**config.mk**
```make
export PLATFORM = sky130hd
export DESIGN_NAME = ac_e_unit
export DESIGN_NICKNAME = d
export VERILOG_FILES = /design/src/rtl/bc_pkg.sv /design/src/rtl/ac_alu.sv /design/src/rtl/ac_e_unit.sv
export SDC_FILE = /design/constraint.sdc
export NUM_CORES = 1
export LEC_CHECK = 0
export ABC_AREA = 1
export CAP_MARGIN = 20
export CORE_ASPECT_RATIO = 1.75
export CORE_UTILIZATION = 45
export CTS_CLUSTER_SIZE = 12
export DETAILED_ROUTE_END_ITERATION = 6
export MAX_ROUTING_LAYER = met4
export PLACE_DENSITY_LB_ADDON = 0.1
export SYNTH_ARGS = -nofsm -noshare
export SYNTH_HDL_FRONTEND = slang
export SYNTH_SLANG_ARGS = --single-unit
```
**constraint.sdc**
```tcl
create_clock -name clk -period 3.7 [get_ports clk]
set_input_delay 0.74 -clock clk [delete_from_list [all_inputs] [get_ports clk]]
set_output_delay 0.74 -clock clk [all_outputs]
set_load 0.02 [all_outputs]
```
**src/rtl/bc_pkg.sv**
```systemverilog
// Shared definitions for the basic computer datapath: ALU op encodings and default width.
// Macro AC_E_UNIT_SUB_EN enables ALU_SUB as an arithmetic op.
package bc_pkg;

  localparam int AC_WIDTH = 16;

  typedef enum logic [2:0] {
    ALU_AND  = 3'b000,
    ALU_ADD  = 3'b001,
    ALU_LDA  = 3'b010,
    ALU_CMA  = 3'b011,
    ALU_CIL  = 3'b100,
    ALU_CIR  = 3'b101,
    ALU_SUB  = 3'b110,
    ALU_IDLE = 3'b111
  } alu_op_e;

  // Ops that update CO/OVF; all of them also write E.
  function automatic logic op_is_arith(input alu_op_e op);
`ifdef AC_E_UNIT_SUB_EN
    return (op == ALU_ADD) || (op == ALU_SUB);
`else
    return (op == ALU_ADD);
`endif
  endfunction

  function automatic logic op_writes_e(input alu_op_e op);
    return op_is_arith(op) || (op == ALU_CIL) || (op == ALU_CIR);
  endfunction

endpackage

```
**src/rtl/ac_alu.sv**
```systemverilog
// Combinational ALU for the AC/E unit; idle (and SUB when AC_E_UNIT_SUB_EN is undefined)
// passes AC and E through unchanged.
module ac_alu
  import bc_pkg::*;
#(
  parameter int WIDTH = AC_WIDTH
) (
  input  logic [WIDTH-1:0] ac,
  input  logic             e,
  input  logic [WIDTH-1:0] dr,
  input  alu_op_e          sel,
  output logic [WIDTH-1:0] result,
  output logic             e_next,
  output logic             carry,
  output logic             ovf
);

  logic             sub;
  logic [WIDTH-1:0] operand;
  logic [WIDTH:0]   sum;

`ifdef AC_E_UNIT_SUB_EN
  assign sub = (sel == ALU_SUB);
`else
  assign sub = 1'b0;
`endif

  // One adder serves ADD and SUB: subtraction is AC + ~DR + 1, carry-out = no borrow.
  assign operand = sub ? ~dr : dr;
  assign sum     = {1'b0, ac} + {1'b0, operand} + {{WIDTH{1'b0}}, sub};

  always_comb begin
    result = ac;
    e_next = e;
    carry  = 1'b0;
    ovf    = 1'b0;
    case (sel)
      ALU_AND: result = ac & dr;
`ifdef AC_E_UNIT_SUB_EN
      ALU_ADD, ALU_SUB: begin
`else
      ALU_ADD: begin
`endif
        result = sum[WIDTH-1:0];
        carry  = sum[WIDTH];
        e_next = sum[WIDTH];
        ovf    = (ac[WIDTH-1] == operand[WIDTH-1]) && (sum[WIDTH-1] != ac[WIDTH-1]);
      end
      ALU_LDA: result = dr;
      ALU_CMA: result = ~ac;
      ALU_CIL: begin
        result = {ac[WIDTH-2:0], e};
        e_next = ac[WIDTH-1];
      end
      ALU_CIR: begin
        result = {e, ac[WIDTH-1:1]};
        e_next = ac[0];
      end
      default: ;
    endcase
  end

endmodule

```
**src/rtl/ac_e_unit.sv**
```systemverilog
// Accumulator, extend bit and arithmetic flags of the basic computer datapath.
// Macro AC_E_UNIT_SUB_EN enables the SUB op (ALU_SEL 110); otherwise 110 is idle.
module ac_e_unit
  import bc_pkg::*;
#(
  parameter int WIDTH = AC_WIDTH
) (
  input  logic             clk,
  input  logic             rst_n,
  input  logic [WIDTH-1:0] DR_IN,
  input  logic [2:0]       ALU_SEL,
  input  logic             LD_AC,
  input  logic             INR_AC,
  input  logic             CLR_AC,
  input  logic             CMP_E,
  input  logic             CLR_E,
  output logic [WIDTH-1:0] AC_OUT,
  output logic             E_OUT,
  output logic             CO,
  output logic             OVF,
  output logic             Z,
  output logic             N
);

  logic [WIDTH-1:0] ac_q;
  logic             e_q;
  logic             co_q;
  logic             ovf_q;

  alu_op_e          op;
  logic [WIDTH-1:0] alu_result;
  logic             alu_e;
  logic             alu_carry;
  logic             alu_ovf;

  assign op = alu_op_e'(ALU_SEL);

  ac_alu #(.WIDTH(WIDTH)) u_alu (
    .ac     (ac_q),
    .e      (e_q),
    .dr     (DR_IN),
    .sel    (op),
    .result (alu_result),
    .e_next (alu_e),
    .carry  (alu_carry),
    .ovf    (alu_ovf)
  );

  always_ff @(posedge clk) begin
    if (!rst_n) begin
      ac_q  <= '0;
      e_q   <= 1'b0;
      co_q  <= 1'b0;
      ovf_q <= 1'b0;
    end else begin
      if (CLR_AC) begin
        ac_q <= '0;
      end else if (LD_AC) begin
        ac_q <= alu_result;
        if (op_is_arith(op)) begin
          co_q  <= alu_carry;
          ovf_q <= alu_ovf;
        end
      end else if (INR_AC) begin
        ac_q  <= ac_q + {{(WIDTH-1){1'b0}}, 1'b1};
        co_q  <= &ac_q;
        ovf_q <= (ac_q == {1'b0, {(WIDTH-1){1'b1}}});
      end

      // The ALU E write only lands when LD_AC actually won the AC priority.
      if (CLR_E) begin
        e_q <= 1'b0;
      end else if (CMP_E) begin
        e_q <= ~e_q;
      end else if (!CLR_AC && LD_AC && op_writes_e(op)) begin
        e_q <= alu_e;
      end
    end
  end

  assign AC_OUT = ac_q;
  assign E_OUT  = e_q;
  assign CO     = co_q;
  assign OVF    = ovf_q;
  assign Z      = (ac_q == '0);
  assign N      = ac_q[WIDTH-1];

endmodule

```
==> impl_results.html <==
<table>
<tr><th>Metric</th><th>Value</th></tr>
<tr><th colspan="2">Status</th></tr>
<tr><td>Status</td><td>finished, final reports clean</td></tr>
<tr><th colspan="2">Clock tree</th></tr>
<tr><td>Maximum buffer depth of the clock tree</td><td>2</td></tr>
<tr><td>Sinks on the clock net</td><td>19</td></tr>
<tr><td>Clock transition at the registers of the reported paths</td><td>0.08 ns</td></tr>
<tr><td>CTS tree</td><td>built</td></tr>
<tr><td>Number of buffers created by CTS</td><td>3</td></tr>
<tr><td>Post-cts hold buffer count</td><td>0</td></tr>
<tr><td>Buffer cell driving the clock tree root</td><td>sky130_fd_sc_hd__clkbuf_8</td></tr>
<tr><td>Worst skew pair latency</td><td>approximately 0.26 ns</td></tr>
<tr><td>Setup fix buffers added after clock tree synthesis</td><td>0</td></tr>
<tr><td>Maximum level of the CTS H-tree</td><td>1</td></tr>
<tr><td>CTS-repair resized insts</td><td>0</td></tr>
<tr><th colspan="2">Detailed routing</th></tr>
<tr><td>Ratio of routed vias to standard cells</td><td>5.554</td></tr>
<tr><td>DRT Pass-1 Iters</td><td>5</td></tr>
<tr><td>Post-route antenna net violation count</td><td>0</td></tr>
<tr><td>Detailed router's first-iteration violation count</td><td>257</td></tr>
<tr><td>Routed length per placed instance</td><td>15.30 microns</td></tr>
<tr><td>Overall via count from detail_route</td><td>between 3,000 and 4,000</td></tr>
<tr><td>Post-detailed-routing wire length</td><td>10,050 microns</td></tr>
<tr><td>Post-route DRC violation count</td><td>0</td></tr>
<tr><th colspan="2">Yosys</th></tr>
<tr><td>Synth Instances</td><td>538</td></tr>
<tr><td>Area fraction in compound gates after synthesis</td><td>22.44%</td></tr>
<tr><td>Part of the Yosys area used for sequential elements</td><td>12.90%</td></tr>
<tr><td>Post-synth ARST share</td><td>0%</td></tr>
<tr><td>XOR/XNOR Fraction of Synth Area</td><td>2.376%</td></tr>
<tr><td>Count of yosys warnings during synthesis</td><td>0</td></tr>
<tr><td>Share of cell area taken by muxes after synthesis</td><td>0%</td></tr>
<tr><td>Number of library cell types mapped by synthesis</td><td>40</td></tr>
<tr><td>Top flip-flop cell by instance count after synthesis</td><td>sky130_fd_sc_hd__dfxtp_1</td></tr>
<tr><td>Adder-cell share of the synthesized area</td><td>8.316%</td></tr>
<tr><td>Leading cell types by total area after synthesis</td><td>sky130_fd_sc_hd__nand2_1 20%, sky130_fd_sc_hd__dfxtp_1 13%, sky130_fd_sc_hd__inv_1 12%</td></tr>
<tr><td>Synthesized netlist net count</td><td>583</td></tr>
<tr><td>Synthesized area</td><td>2949 sq um</td></tr>
<tr><td>Area share of the leading cell type in the synthesized netlist</td><td>19.86%</td></tr>
<tr><td>Dominant combinational cell family by area after synthesis</td><td>simple AND/OR/NAND/NOR gates</td></tr>
<tr><td>Library cell with the highest instance count after synthesis</td><td>sky130_fd_sc_hd__nand2_1</td></tr>
<tr><td>Most area-hungry cell type in the Yosys netlist</td><td>sky130_fd_sc_hd__nand2_1</td></tr>
<tr><td>List of most frequent post-synthesis cells</td><td>156 x sky130_fd_sc_hd__nand2_1, 93 x sky130_fd_sc_hd__inv_1, 44 x sky130_fd_sc_hd__o21ai_0</td></tr>
<tr><td>Post-synthesis sequential element count</td><td>19</td></tr>
<tr><td>Synth Area per Inst</td><td>5.482 sq um</td></tr>
<tr><td>Basic-gate share of the synthesized area counting and, or, nand and nor cells</td><td>approximately 39%</td></tr>
<tr><td>Number of synthesized flops with an enable pin</td><td>0</td></tr>
<tr><th colspan="2">Hold path</th></tr>
<tr><td>Number of cells traversed by the worst hold path</td><td>2</td></tr>
<tr><td>Hold crit path type</td><td>register to register</td></tr>
<tr><td>Hold path startpoint</td><td>CO</td></tr>
<tr><td>Endpoint with the worst hold slack</td><td>CO</td></tr>
<tr><th colspan="2">Placement</th></tr>
<tr><td>Placed wire-length estimate</td><td>approximately 7800 microns</td></tr>
<tr><td>Count of port buffers added during placement</td><td>46</td></tr>
<tr><td>Pre-CTS setup slack</td><td>0.4016 ns</td></tr>
<tr><td>Total cell area at the placement stage</td><td>3463 sq um</td></tr>
<tr><td>Gp weighted congestion</td><td>0.9222</td></tr>
<tr><th colspan="2">Pwr</th></tr>
<tr><td>Largest voltage drop on the vdd net</td><td>0.1214 mV</td></tr>
<tr><td>Power per standard cell area</td><td>208.5 nW/um^2</td></tr>
<tr><td>Leakage dissipation</td><td>1.717 nW</td></tr>
<tr><th colspan="2">Timing</th></tr>
<tr><td>Worst setup slack after layout</td><td>0.6561 ns</td></tr>
<tr><td>Max transition margin</td><td>between 40% and 50%</td></tr>
<tr><td>Clock period minus worst slack</td><td>~3.0 ns</td></tr>
<tr><td>RSZ-0062 raised after global routing</td><td>false</td></tr>
<tr><td>Setup Total Neg Slack</td><td>0 ns</td></tr>
<tr><td>Highest Clock Rate</td><td>328.5 MHz</td></tr>
<tr><td>Min Hold Slack</td><td>0.5521 ns</td></tr>
<tr><td>Endpoints failing setup</td><td>0</td></tr>
<tr><td>Final worst clock skew</td><td>0.004685 ns</td></tr>
<tr><td>Pins over their slew limit</td><td>0</td></tr>
<tr><td>Slew of the pin with the lowest slew margin</td><td>between 0.8 and 0.9 ns</td></tr>
<tr><td>Hold Fails Final Rpt</td><td>0</td></tr>
<tr><td>Final period utilization</td><td>82.27%</td></tr>
<tr><th colspan="2">Worst setup path</th></tr>
<tr><td>Crit Path Class</td><td>primary input to register</td></tr>
<tr><td>Crit path launch</td><td>ALU_SEL[1]</td></tr>
<tr><td>Required time of the critical path</td><td>3.87 ns</td></tr>
<tr><td>Reg-to-reg endpoint</td><td>E_OUT</td></tr>
<tr><td>Internal reg-to-reg setup slack</td><td>about 1.3 ns</td></tr>
<tr><td>Cell depth of the worst flop-to-flop path</td><td>14</td></tr>
<tr><td>CP Max Fanout</td><td>21</td></tr>
<tr><td>Cell with the largest stage delay on the worst path</td><td>sky130_fd_sc_hd__o31ai_2</td></tr>
<tr><td>Type of element capturing the critical path</td><td>register</td></tr>
<tr><td>Cell Chain, Critical Path</td><td>clkdlybuf4s50_1, inv_1, o31ai_2, inv_1, o21ai_0, a31oi_1, o21a_1</td></tr>
<tr><td>Cell repeated most along the worst path</td><td>sky130_fd_sc_hd__inv_1</td></tr>
<tr><td>Element type at the critical path start</td><td>primary input</td></tr>
<tr><td>Worst endpoint data arrival time</td><td>3.21 ns</td></tr>
<tr><td>Start of the worst register-to-register path</td><td>AC_OUT[0]</td></tr>
<tr><td>Highest cell delay on the worst timing path</td><td>0.76 ns</td></tr>
<tr><th colspan="2">Layout</th></tr>
<tr><td>Final Instance Area</td><td>between 3000 and 4000 sq um</td></tr>
<tr><td>Area added between synthesis and finish</td><td>18.96%</td></tr>
<tr><td>Total number of nets in the final design</td><td>623</td></tr>
<tr><td>Share of cells above drive strength 1</td><td>approximately 3.5%</td></tr>
<tr><td>Ant. Diodes</td><td>0</td></tr>
<tr><th colspan="2">Die</th></tr>
<tr><td>Area of the core</td><td>6276 sq um</td></tr>
<tr><td>Floorplan die area</td><td>between 6000 and 7000 sq um</td></tr>
<tr><td>Ports placed on the boundary</td><td>47</td></tr>
<tr><td>Chip Width</td><td>63.20 microns</td></tr>
<tr><td>Number of rows created at floorplan</td><td>38</td></tr>
<tr><td>Die Ht</td><td>109.1 microns</td></tr>
<tr><td>Effective utilization at floorplan</td><td>46.99%</td></tr>
<tr><th colspan="2">Global route</th></tr>
<tr><td>Grt total ovfl</td><td>0</td></tr>
<tr><td>Global-route wire length before repair</td><td>16,600 microns</td></tr>
<tr><td>GRT Resource Usage Total</td><td>31.21%</td></tr>
<tr><td>Number of antenna violations at the first check in global routing</td><td>0</td></tr>
<tr><td>Pin count of the biggest net entering global routing</td><td>26</td></tr>
<tr><td>Vias in the first global route</td><td>3,576</td></tr>
<tr><th colspan="2">Job</th></tr>
<tr><td>Number of maximum-capacitance constraint violations</td><td>0</td></tr>
</table>
cell families (layout without fill, tap and decap cells):
family,Yosys count,in the layout
AO/OA/AOI/OAI,118,118
XOR/XNOR,8,8
adder cells (fa/ha/maj),19,19
buffers and inverters,110,149
flip-flops,19,19
AND/OR/NAND/NOR,264,264
through the flow:
step	power [mW]	std cells	utilization [%]
global placement	0.5734	653	55.18
floorplan	0.4565	538	-
global route	0.7822	657	55.90
finish	0.7315	657	55.90
detailed placement	0.5779	653	55.18
CTS	0.7291	657	55.90
worst max-delay path: cells and delay by family:
| family | cells | cell delay, ns |
|---|---|---|
| buffers and inverters | 3 | 1.24 |
| AOI/OAI and AO/OA | 4 | 1.23 |
placed cells by master (no fill, tap or decap), types with 2 or more instances in the layout:
master,count
sky130_fd_sc_hd__a22oi_1,2
sky130_fd_sc_hd__clkdlybuf4s50_1,46
sky130_fd_sc_hd__nor2_1,35
sky130_fd_sc_hd__a31oi_1,4
sky130_fd_sc_hd__o211ai_1,3
sky130_fd_sc_hd__o22ai_1,8
sky130_fd_sc_hd__a211oi_1,3
sky130_fd_sc_hd__buf_4,4
sky130_fd_sc_hd__ha_1,18
sky130_fd_sc_hd__nand3_4,2
sky130_fd_sc_hd__inv_1,93
sky130_fd_sc_hd__clkbuf_8,3
sky130_fd_sc_hd__xor2_1,7
sky130_fd_sc_hd__nand3_1,39
sky130_fd_sc_hd__dfxtp_1,19
sky130_fd_sc_hd__o2bb2ai_1,3
sky130_fd_sc_hd__o21ai_1,2
sky130_fd_sc_hd__nand4_1,6
sky130_fd_sc_hd__o21ai_0,44
sky130_fd_sc_hd__nand2_1,156
sky130_fd_sc_hd__nand3b_1,2
sky130_fd_sc_hd__or2_2,2
sky130_fd_sc_hd__a21oi_1,43
sky130_fd_sc_hd__nor3_1,15
sky130_fd_sc_hd__inv_2,2
registers in the layout (all words and copies together), names as in the netlist:
name and count:
AC_OUT 16, CO 1, OVF 1, E_OUT 1
per-layer routing:
layer | vias to the layer above | global-route usage, % | wire length, microns | part of all wire, %
met4 | 0 | 16.23 | 417 | 4.1
met1 | 1630 | 34.93 | 4029 | 40
li1 | 1836 | - | - | -
met3 | 34 | 1.778 | 535 | 5.3
met5 | - | - | 0 | 0
met2 | 149 | 55.38 | 5071 | 50
worst max path at each step:
stage	endpoint	slack (ns)	cells past startpoint
6_report	AC_OUT[1]	0.66	7
5_1_grt	AC_OUT[1]	0.44	7
4_1_cts	AC_OUT[1]	0.68	7
3_5_place_dp	AC_OUT[1]	0.40	7
3_3_place_gp	AC_OUT[1]	0.51	7
2_1_floorplan	Z	1.43	4
final cells by class:
cell class	instances	area, sq um
fillers	681	2768
clock buffers	4	45.04
well taps	80	100.1
multi-input cells	409	2136
flip-flops and latches	19	380.4
inverters	95	356.6
repair buffers	50	490.5
power by group:
| part | switching [mW] | internal (mW) |
|---|---|---|
| registers | 0.0193 | 0.215 |
| clock network | 0.0773 | 0.0768 |
| logic | 0.211 | 0.132 |
| total | 0.307 | 0.424 |
(Power assumes the default switching activity.)
